[src/rtl/heptagon_area_acc.sv]
// rtl/heptagon_area_acc.sv - streaming shoelace area accumulator, seven vertices per object
// Emits one saturated |area| per object and flags frame_done after OBJ_N objects.
module heptagon_area_acc #(
  parameter int OBJ_N  = 5,
  parameter int AREA_W = 19
) (
  input  logic              clk,
  input  logic              reset,
  input  logic              in_valid,
  input  logic [9:0]        X,
  input  logic [9:0]        Y,
  output logic              area_valid,
  output logic [AREA_W-1:0] area,
  output logic [2:0]        area_index,
  output logic              frame_done
);

  localparam logic [22:0] AREA_MAX = 23'((1 << AREA_W) - 1);

  logic [2:0]         vcnt;
  logic [2:0]         ocnt;
  logic [9:0]         first_x, first_y, prev_x, prev_y;
  logic signed [23:0] acc, sum_r;
  logic               pend, done;

  logic               accept;
  logic [19:0]        p_edge_a, p_edge_b, p_close_a, p_close_b;
  logic signed [23:0] edge_term, close_term;
  logic [23:0]        mag;
  logic [22:0]        half;

  always_comb begin
    accept     = in_valid & ~done;
    p_edge_a   = prev_x * Y;
    p_edge_b   = X * prev_y;
    p_close_a  = X * first_y;
    p_close_b  = first_x * Y;
    // Products are unsigned; widen with zeros before the signed difference.
    edge_term  = $signed({4'd0, p_edge_a}) - $signed({4'd0, p_edge_b});
    close_term = $signed({4'd0, p_close_a}) - $signed({4'd0, p_close_b});
    mag        = sum_r[23] ? 24'(-sum_r) : 24'(sum_r);
    half       = mag[23:1];
  end

  always_ff @(posedge clk or negedge reset) begin
    if (!reset) begin
      vcnt       <= '0;
      ocnt       <= '0;
      first_x    <= '0;
      first_y    <= '0;
      prev_x     <= '0;
      prev_y     <= '0;
      acc        <= '0;
      sum_r      <= '0;
      pend       <= 1'b0;
      done       <= 1'b0;
      area_valid <= 1'b0;
      area       <= '0;
      area_index <= '0;
      frame_done <= 1'b0;
    end else begin
      area_valid <= 1'b0;
      // Output stage runs alongside vertex 0 of the next object.
      if (pend) begin
        area       <= (half > AREA_MAX) ? AREA_MAX[AREA_W-1:0] : half[AREA_W-1:0];
        area_index <= ocnt;
        area_valid <= 1'b1;
        pend       <= 1'b0;
        if (ocnt == 3'(OBJ_N - 1)) begin
          ocnt       <= '0;
          done       <= 1'b1;
          frame_done <= 1'b1;
        end else begin
          ocnt <= ocnt + 3'd1;
        end
      end
      if (accept) begin
        if (vcnt == 3'd0) begin
          first_x <= X;
          first_y <= Y;
          prev_x  <= X;
          prev_y  <= Y;
          acc     <= '0;
          vcnt    <= 3'd1;
        end else if (vcnt == 3'd6) begin
          sum_r <= acc + edge_term + close_term;
          pend  <= 1'b1;
          vcnt  <= 3'd0;
        end else begin
          acc    <= acc + edge_term;
          prev_x <= X;
          prev_y <= Y;
          vcnt   <= vcnt + 3'd1;
        end
      end
    end
  end

endmodule

[config.mk]
export PLATFORM = sky130hd
export DESIGN_NAME = heptagon_area_acc
export DESIGN_NICKNAME = d
export VERILOG_FILES = /design/src/rtl/heptagon_area_acc.sv
export SDC_FILE = /design/constraint.sdc
export NUM_CORES = 1
export LEC_CHECK = 0
export CAP_MARGIN = 25
export CORE_MARGIN = 8
export CORE_UTILIZATION = 40
export CTS_BUF_LIST = sky130_fd_sc_hd__clkbuf_16
export CTS_CLUSTER_SIZE = 25
export DETAILED_ROUTE_END_ITERATION = 10
export GPL_TIMING_DRIVEN = 0
export PLACE_DENSITY = 0.68
export SYNTH_ARGS = -nofsm -noshare
export SYNTH_HDL_FRONTEND = slang
export SYNTH_SLANG_ARGS = --single-unit
[constraint.sdc]
create_clock -name clk -period 8.2 [get_ports clk]
set_clock_uncertainty 0.05 [all_clocks]
set_input_delay 1.64 -clock clk [delete_from_list [all_inputs] [get_ports clk]]
set_output_delay 1.64 -clock clk [all_outputs]
set_load 0.01 [all_outputs]
# Word level (Yosys, flattened, before mapping)
# Index checks and enable logic that the tools add are counted.
# W data, S select, Z words.
dict set report word_totals {
  memories 0
  ramBits 0
  register_bits 119
  latch_bits 0
  inputBits 23
  rom_bits 0
}
dict set report op_classes {
  n_shift 0
  n_reduce_logical 5
  mux 15
  magnitude_cmp 1
  n_eq_ne 3
  multipliers 4
  addsub 7
  bitwise 3
  n_div 0
}
# op n
set ops {}
lappend ops {{$mul A10 B10 Y20} 4}
lappend ops {{$mux W24} 3}
lappend ops {{$add A24 B21 Y24} 2}
lappend ops {{$sub A20 B20 Y21} 2}
lappend ops {{$mux W10} 4}
lappend ops {{$neg A24 Y24} 1}
lappend ops {{$gt A23 B19 Y1 const B} 1}
lappend ops {{$mux W19} 1}
lappend ops {{$mux W3} 3}
lappend ops {{$add A3 B1 Y3 const B} 2}
lappend ops {{$eq A3 B3 Y1 const B} 2}
lappend ops {{$reduce_and A2 Y1} 3}
lappend ops {{$mux W1} 4}
lappend ops {{$logic_not A3 Y1} 1}
lappend ops {{$reduce_and A3 Y1} 1}
lappend ops {{$ne A2 B2 Y1 const B} 1}
lappend ops {{$not A1 Y1} 2}
lappend ops {{$and A1 B1 Y1} 1}

# Logic depth before layout (Yosys ltp)
# Gate-level depths: netlist of run 1.
dict set report logic_depth {
  word_depth 5
  depth_mapped 42
  depth_no_buf 41
}

# Worst setup path before layout of run 1
# OpenSTA, ideal clock, no wires.
dict set report synth_timing {
  path_type {input-to-reg}
  from {input port Y[3]}
  to {register sum_r[23]}
  setup_slack_ns -1.922
  path_stages 36
  t_arrival_ns 9.989
  cell_sequence {clkbuf_1 > and2_1 > fa_1 > fa_1 > inv_1 > fa_1 > inv_1 > fa_1 > fa_1 > fa_1 > inv_1 > fa_1 > inv_1 > ha_1 > and2_1 > o31a_1 > o31ai_1 > a21oi_1 > xor2_1 > ha_1 > a21oi_1 > nand2_1 > a21oi_1 > a21boi_0 > xnor2_1 > ha_1 > and2_1 > nand2_1 > or2_2 > nor3_1 > o31ai_1 > nand2b_1 > a31oi_1 > nor3_1 > xor3_1 > o21ai_0}
}
dict set report synth_between {
  elab_chain_len 4
  word_cells_on_any_way 6
}
# item line
set synth_lines {}
lappend synth_lines {{start: declaration} 11} ;# input logic [9:0] Y,
lappend synth_lines {{$mul A10 B10 Y20} 34} ;# p_edge_a = prev_x * Y;
lappend synth_lines {{$sub A20 B20 Y21} 39} ;# edge_term = $signed({4'd0, p_edge_a}) - $signed({4'd0, p_edge_b});
lappend synth_lines {{$add A24 B21 Y24} 86} ;# sum_r <= acc + edge_term + close_term;
lappend synth_lines {{$add A24 B21 Y24 (*)} 86}
lappend synth_lines {{end signal: assignment} 86}
lappend synth_lines {{end: declaration} 23} ;# logic signed [23:0] acc, sum_r;
# Mark *: on every way between the ends. The rest lies on a longest branch, timed or not.
# A chain may end at the register's enable or synchronous reset.

# Worst setup path after layout of run 1
dict set report layout_timing {
  from {input port X[5]}
  to {register sum_r[23]}
}
dict set report layout_between {
  elab_chain_len 4
  word_cells_on_any_way 6
}
# item line
set layout_lines {}
lappend layout_lines {{start: declaration} 10} ;# input logic [9:0] X,
lappend layout_lines {{$mul A10 B10 Y20} 35} ;# p_edge_b = X * prev_y;
lappend layout_lines {{$sub A20 B20 Y21} 39}
lappend layout_lines {{$add A24 B21 Y24} 86}
lappend layout_lines {{$add A24 B21 Y24 (*)} 86}
# Marked as above.

==> results_dict.tcl, run 1 <==
set metrics [dict create \
    status "complete, but fails checks" \
    failed_checks "DRC, setup timing" \
    cts_tree "built" \
    rows 84 \
    htreeDepth 4 \
    avgRoutedWirePerCell_um 18.1 \
    timing.final.crit_share 1.21 \
    clockBufferDepth 2 \
    syn2layout_area_growth_pct 18.9 \
    hpwl_um 44000 \
    postRouteAntennaNets 0 \
    crit_type "input port to register" \
    synth-seq-area-share 0.141 \
    hold_viol 0 \
    crit_top_cell "fa_1" \
    fin_nets 3079 \
    netlist_area_um2 21100 \
    arrival_ns 10.27 \
    synthTopCellsByArea "fa_1 31%, ha_1 15%, dfrtp_1 14%" \
    dr_wl_met3_um 3710 \
    dr.first_iter.drc_count 1101 \
    relSlewSlack 0.263 \
    ios 47 \
    critPathSlowestCell "fa_1" \
    clockRootBuffer "clkbuf_16" \
    max_stage_delay_ns 0.55 \
    port_buffers 46 \
    core_area_um2 52300 \
    critical_path_required_ns 8.52 \
    met1_length_um 23400 \
    syn_nets 2919 \
    avgSynthCellArea_um2 9.12 \
    grt_max_degree 64 \
    num_vias 16648 \
    min_period_ns 9.96 \
    cts_made_buffers 17 \
    grt_pass1_vias 17508 \
    async_reset_ff_frac 1.00 \
    drt-pass1-iter-count 8 \
    yosysWarnings 0 \
    die-area_um2 60400 \
    end_kind "register" \
    cts.clk_slew.worst_paths_ns 0.07 \
    grt_usage 0.191 \
    clkSinkCount 119 \
    drcViolationCount 2 \
    setup_slack_ns -1.76 \
    stdcell_count 3178 \
    synthCells 2315 \
    synth_ff_type "dfrtp_1" \
    initial_core_util 0.403 \
    synth_edf_count 0 \
    overflow 0 \
    slew_violations 0 \
    clk-insertion-delay-late_ns 0.46 \
    rsz0062_at_grt "true" \
    worst_pin_slew_ns 1.11 \
    critPathMaxFanout 4 \
    grt_pass1_wl_um 91700 \
    wl_met2_um 27500 \
    setup_viol 24 \
    routed_via_density 5.24 \
    drt_wl_total_um 57400 \
    drive_gt1_frac 0.155 \
    die_w_um 246 \
    cap_violations 0 \
    cp-start-kind "input port" \
    regArea_um2 2980 \
    multi_input_comb_area_um2 17000 \
    fill_cells 4864 \
    antenna_found_initial 0 \
    hold_path.class "register to register" \
    gp_congestion 0.896 \
    topRoutingLayerUsed "met4" \
    dieHeight_um 246 \
    synth_top_area_frac 0.309 \
    holdWs_ns 0.437 \
    ys_seq_elements 119 \
    fmaxAchievable_mhz 100 \
    yosys.area.top_type "fa_1" \
    placed_cells 3050 \
    yosysUniqueCellTypes 60 \
]
-- timing repair --
item,in CTS,in global routing
gates cloned,2,0
hold buffers,0,0
resized for setup,230,132
setup buffers,62,35
setup endpoints to repair,32,27
pin swaps,79,101
-- sequential cells by signal, indices dropped and copies added, names as in the netlist --
| signal | flops |
|---|---|
| acc | 24 |
| area | 19 |
| area_index | 3 |
| area_valid | 1 |
| done | 1 |
| first_x | 10 |
| first_y | 10 |
| ocnt | 3 |
| pend | 1 |
| prev_x | 10 |
| prev_y | 10 |
| sum_r | 24 |
| vcnt | 3 |
-- through the flow --
step	setup WS [ns]	utilization	area [um^2]	TNS [ns]
3_5_place_dp	-3.50	0.433	22700	-65.81
2_1_floorplan	-1.34	-	21300	-10.94
6_report	-1.76	0.480	25100	-22.68
3_3_place_gp	-3.36	0.433	22600	-61.39
4_1_cts	-1.73	0.466	24400	-19.72
5_1_grt	-2.07	0.479	25100	-26.70
-- Yosys cell counts, types with 6 or more instances --
library cell  instances
o21ai_0              72
xor2_1               41
nor2_1               67
nand4_1               9
dfrtp_1             119
ha_1                255
o31ai_1              19
or3_1                 6
nand2b_1              9
a21boi_0             10
a22o_1               19
nand2_1             261
and2_1              213
nor2b_1              11
xnor2_1              49
mux2_2               43
a31oi_1               8
inv_1               451
o21bai_1             11
a211oi_1              8
nand3_1              11
fa_1                326
a21o_1               25
a21oi_1              82
nor3_1               16
o21a_1               10
clkbuf_1             96
-- critical path, delay by kind of cell --
kind	cells	cell delay (ns)
AOI/OAI and AO/OA	12	1.90
and+or+nand+nor	8	1.19
adders and majority gates	10	4.43
buffers and inverters	6	0.47
xor gates and xnor gates	3	0.63
-- final cells by class --
| cell class | count | share of cell area |
|---|---|---|
| inverter | 451 | 0.0674 |
| buffer | 101 | 0.0281 |
| multi-input combinational | 1642 | 0.678 |
| clock inverter | 15 | 0.00638 |
| tap | 688 | 0.0343 |
| timing repair buffer | 143 | 0.0499 |
| sequential | 119 | 0.119 |
| clock buffer | 17 | 0.0169 |
| antenna | 2 | 0.000199 |
-- final timing paths --
| kind | from | end | slack, ns | cells after the start |
|---|---|---|---|---|
| worst max register to register | prev_x[4]$_DFFE_PN0P_ | sum_r[23]$_DFFE_PN0P_ | -1.14 | 39 |
| worst min register to register | pend$_DFF_PN0_ | area_valid$_DFF_PN0_ | 0.44 | 0 |
| max in group asynchronous | reset | first_y[1]$_DFFE_PN0P_ | 6.25 | 2 |
| worst max-delay path | X[5] | sum_r[23]$_DFFE_PN0P_ | -1.76 | 39 |
| worst min-delay path | pend$_DFF_PN0_ | area_valid$_DFF_PN0_ | 0.44 | 0 |
| min in group asynchronous | reset | area_index[2]$_DFFE_PN0P_ | 1.13 | 1 |
-- cells by family (layout without fill, tap and decap cells) --
kind of cell               after synthesis  after routing  synth area share
adders and majority gates              581            581             0.460
AOI/OAI and AO/OA                      293            293            0.0880
other                                    0              2                 0
and+or+nand+nor                        632            632             0.149
xor gates and xnor gates                91             91            0.0385
buffers and inverters                  554            727            0.0994
DFF                                    119            119             0.141
muxes                                   45             45            0.0239
-- placed cells by master (no fill, tap or decap), types with 10 or more instances in the layout --
master,count
fa_1,322
xnor2_2,15
buf_6,15
nor3_1,10
a21o_1,25
and2_4,12
nand3_1,11
inv_1,443
nand2_1,254
o21ai_0,44
ha_4,18
ha_1,229
nor2_1,61
clkbuf_1,57
o21ai_1,21
and2_1,201
clkbuf_8,13
a21oi_2,24
clkbuf_16,19
dfrtp_1,119
mux2_2,43
nor2b_1,11
o21bai_1,10
o21a_1,10
a21oi_1,56
xnor2_1,32
a22o_1,19
o31ai_1,13
clkdlybuf4s50_1,27
xor2_1,36
buf_4,83
-- per-layer routing --
layer | up-vias | global-route usage
met2 | 546 | 0.314
met1 | 8446 | 0.244
li1 | 7550 | -
met5 | - | 0
met3 | 106 | 0.0311
met4 | 0 | 0.0889
Power of run 1 is not shown: default switching activity piles up to over one toggle a cycle in this logic, so the estimate is an artifact.
==> run 2, diff against run 1 <==
--- a/config.mk
+++ b/config.mk
@@ -10,4 +10,5 @@
 export CORE_UTILIZATION = 40
 export CTS_BUF_LIST = sky130_fd_sc_hd__clkbuf_16
+export CTS_CLUSTER_DIAMETER = 150
 export CTS_CLUSTER_SIZE = 25
 export DETAILED_ROUTE_END_ITERATION = 10
==> constraint.sdc (replaced) <==
create_clock -name clk -period 8.2 [get_ports clk]
set_clock_uncertainty 0.05 [all_clocks]
set_input_delay 2.05 -clock clk [delete_from_list [all_inputs] [get_ports clk]]
set_output_delay 2.05 -clock clk [all_outputs]
set_load 0.01 [all_outputs]
==> run 2 against run 1 <==
  * The flow finishes with violations (setup timing)
  * Utilization is essentially flat
  * Routed wire length shrank 1.8%
  * Cell count shrank 0.22%
  * Via count shrank 1.0%
  * Die area is the same
  * Non-clock buffer count shrank 6
  * Fmax shrank 3.3%
  * Global-route usage shrank 0.28 points
  * First-iteration DRC count shrank 5.1%
  * Highest routed layer unchanged
==> results_dict.tcl, run 2 (synthesis gave the netlist of run 1 again) <==
set metrics [dict create \
    htreeDepth 4 \
    clkSinkCount 119 \
    avgRoutedWirePerCell_um 17.8 \
    timing.final.crit_share 1.26 \
    cap_violations 0 \
    grt_max_degree 92 \
    final_common_cell "inv_1" \
    final_cell_mix "441 x inv_1, 321 x fa_1, 256 x nand2_1" \
    hold_viol 0 \
    cts_made_buffers 17 \
    min_period_ns 10.30 \
    place_area_um2 22800 \
    top_regs "acc x24, sum_r x24, area x19" \
    critical_path_required_ns 8.52 \
    syn2layout_area_growth_pct 18.8 \
    fin_nets 3073 \
    status "complete, but fails checks" \
    ios 47 \
    post-place-ws_ns -3.98 \
    rows 84 \
    layout.core_utilization 0.479 \
    critPathSlowestCell "fa_1" \
    max_stage_delay_ns 0.52 \
    clockBufferDepth 2 \
    routed_via_density 5.20 \
    setup_slack_ns -2.10 \
    die-area_um2 60400 \
    cts.clk_slew.worst_paths_ns 0.07 \
    dr.first_iter.drc_count 1045 \
    cts_tree "built" \
    crit_top_cell "fa_1" \
    drcViolationCount 0 \
    end_kind "register" \
    rsz0062_at_grt "true" \
    drive_gt1_frac 0.153 \
    overflow 0 \
    placed_cells 3050 \
    grt_usage 0.188 \
    stdcell_count 3171 \
    antenna_found_initial 1 \
    failed_checks "setup timing" \
    initial_core_util 0.403 \
    postRouteAntennaNets 0 \
    port_buffers 46 \
    die_w_um 246 \
    grt_pass1_vias 17167 \
    crit_type "input port to register" \
    num_vias 16479 \
    gp_congestion 0.890 \
    hpwl_um 43600 \
    relSlewSlack 0.431 \
    drt_wl_total_um 56400 \
    slew_violations 0 \
    arrival_ns 10.62 \
    setup_viol 28 \
    dieHeight_um 246 \
    core_area_um2 52300 \
    worst_pin_slew_ns 0.854 \
    cp-start-kind "input port" \
    critPathMaxFanout 5 \
    stdcell_area_um2 25100 \
    hold_path.class "register to register" \
    drt-pass1-iter-count 5 \
    clockRootBuffer "clkbuf_16" \
    fmaxAchievable_mhz 97.1 \
    clk-insertion-delay-late_ns 0.45 \
    grt_pass1_wl_um 90100 \
]
[run 2: final cells by class]
class,count,area (um^2)
Antenna cell,1,2.50
Timing Repair Buffer,136,1190
Buffer,102,717
Sequential cell,119,2980
Inverter,451,1690
Clock buffer,17,425
Tap cell,688,861
Multi-Input combinational cell,1642,17000
Fill cell,4793,27300
Clock inverter,15,188
[run 2: critical path, delay by kind of cell]
kind                     cells  cell delay, ns
AO/OA/AOI/OAI                9            1.73
XOR/XNOR                     3            0.73
adder cells (fa/ha/maj)     10            4.27
buffers and inverters        6            0.43
AND/OR/NAND/NOR              9            1.37
[run 2: final timing paths]
check	startpoint	to	slack, ns	cells past startpoint
worst max-delay path	Y[4]	sum_r[23]$_DFFE_PN0P_	-2.10	37
worst min-delay path	acc[0]$_DFFE_PN0P_	acc[0]$_DFFE_PN0P_	0.45	2
worst max register to register	prev_x[5]$_DFFE_PN0P_	sum_r[23]$_DFFE_PN0P_	-1.13	36
worst min register to register	acc[0]$_DFFE_PN0P_	acc[0]$_DFFE_PN0P_	0.45	2
max in group asynchronous	reset	prev_x[9]$_DFFE_PN0P_	5.84	2
min in group asynchronous	reset	area[10]$_DFFE_PN0P_	1.43	1
[run 2: routing by layer]
| layer | vias to the layer above | part of all wire | global-route usage |
|---|---|---|---|
| li1 | 7552 | - | - |
| met1 | 8293 | 0.42 | 0.245 |
| met2 | 535 | 0.48 | 0.306 |
| met3 | 99 | 0.063 | 0.0288 |
| met4 | 0 | 0.044 | 0.0861 |
| met5 | - | 0 | 0 |
[run 2: stage by stage]
| stage | TNS (ns) | hold WS, ns |
|---|---|---|
| floorplan | -19.98 | 0.341 |
| global placement | -75.87 | 0.423 |
| detailed placement | -80.84 | 0.441 |
| CTS | -30.29 | 0.457 |
| global route | -35.04 | 0.460 |
| finish | -29.35 | 0.447 |
[run 2: timing repair]
item / 4_1_cts / 5_1_grt
endpoints found under the hold margin: 0 / 0
endpoints found under the setup margin: 36 / 31
gates resized for setup: 231 / 98
hold buffers: 0 / 0
buffers inserted: 63 / 26
pin swaps: 79 / 78
Power of run 2 is left out for the same reason.
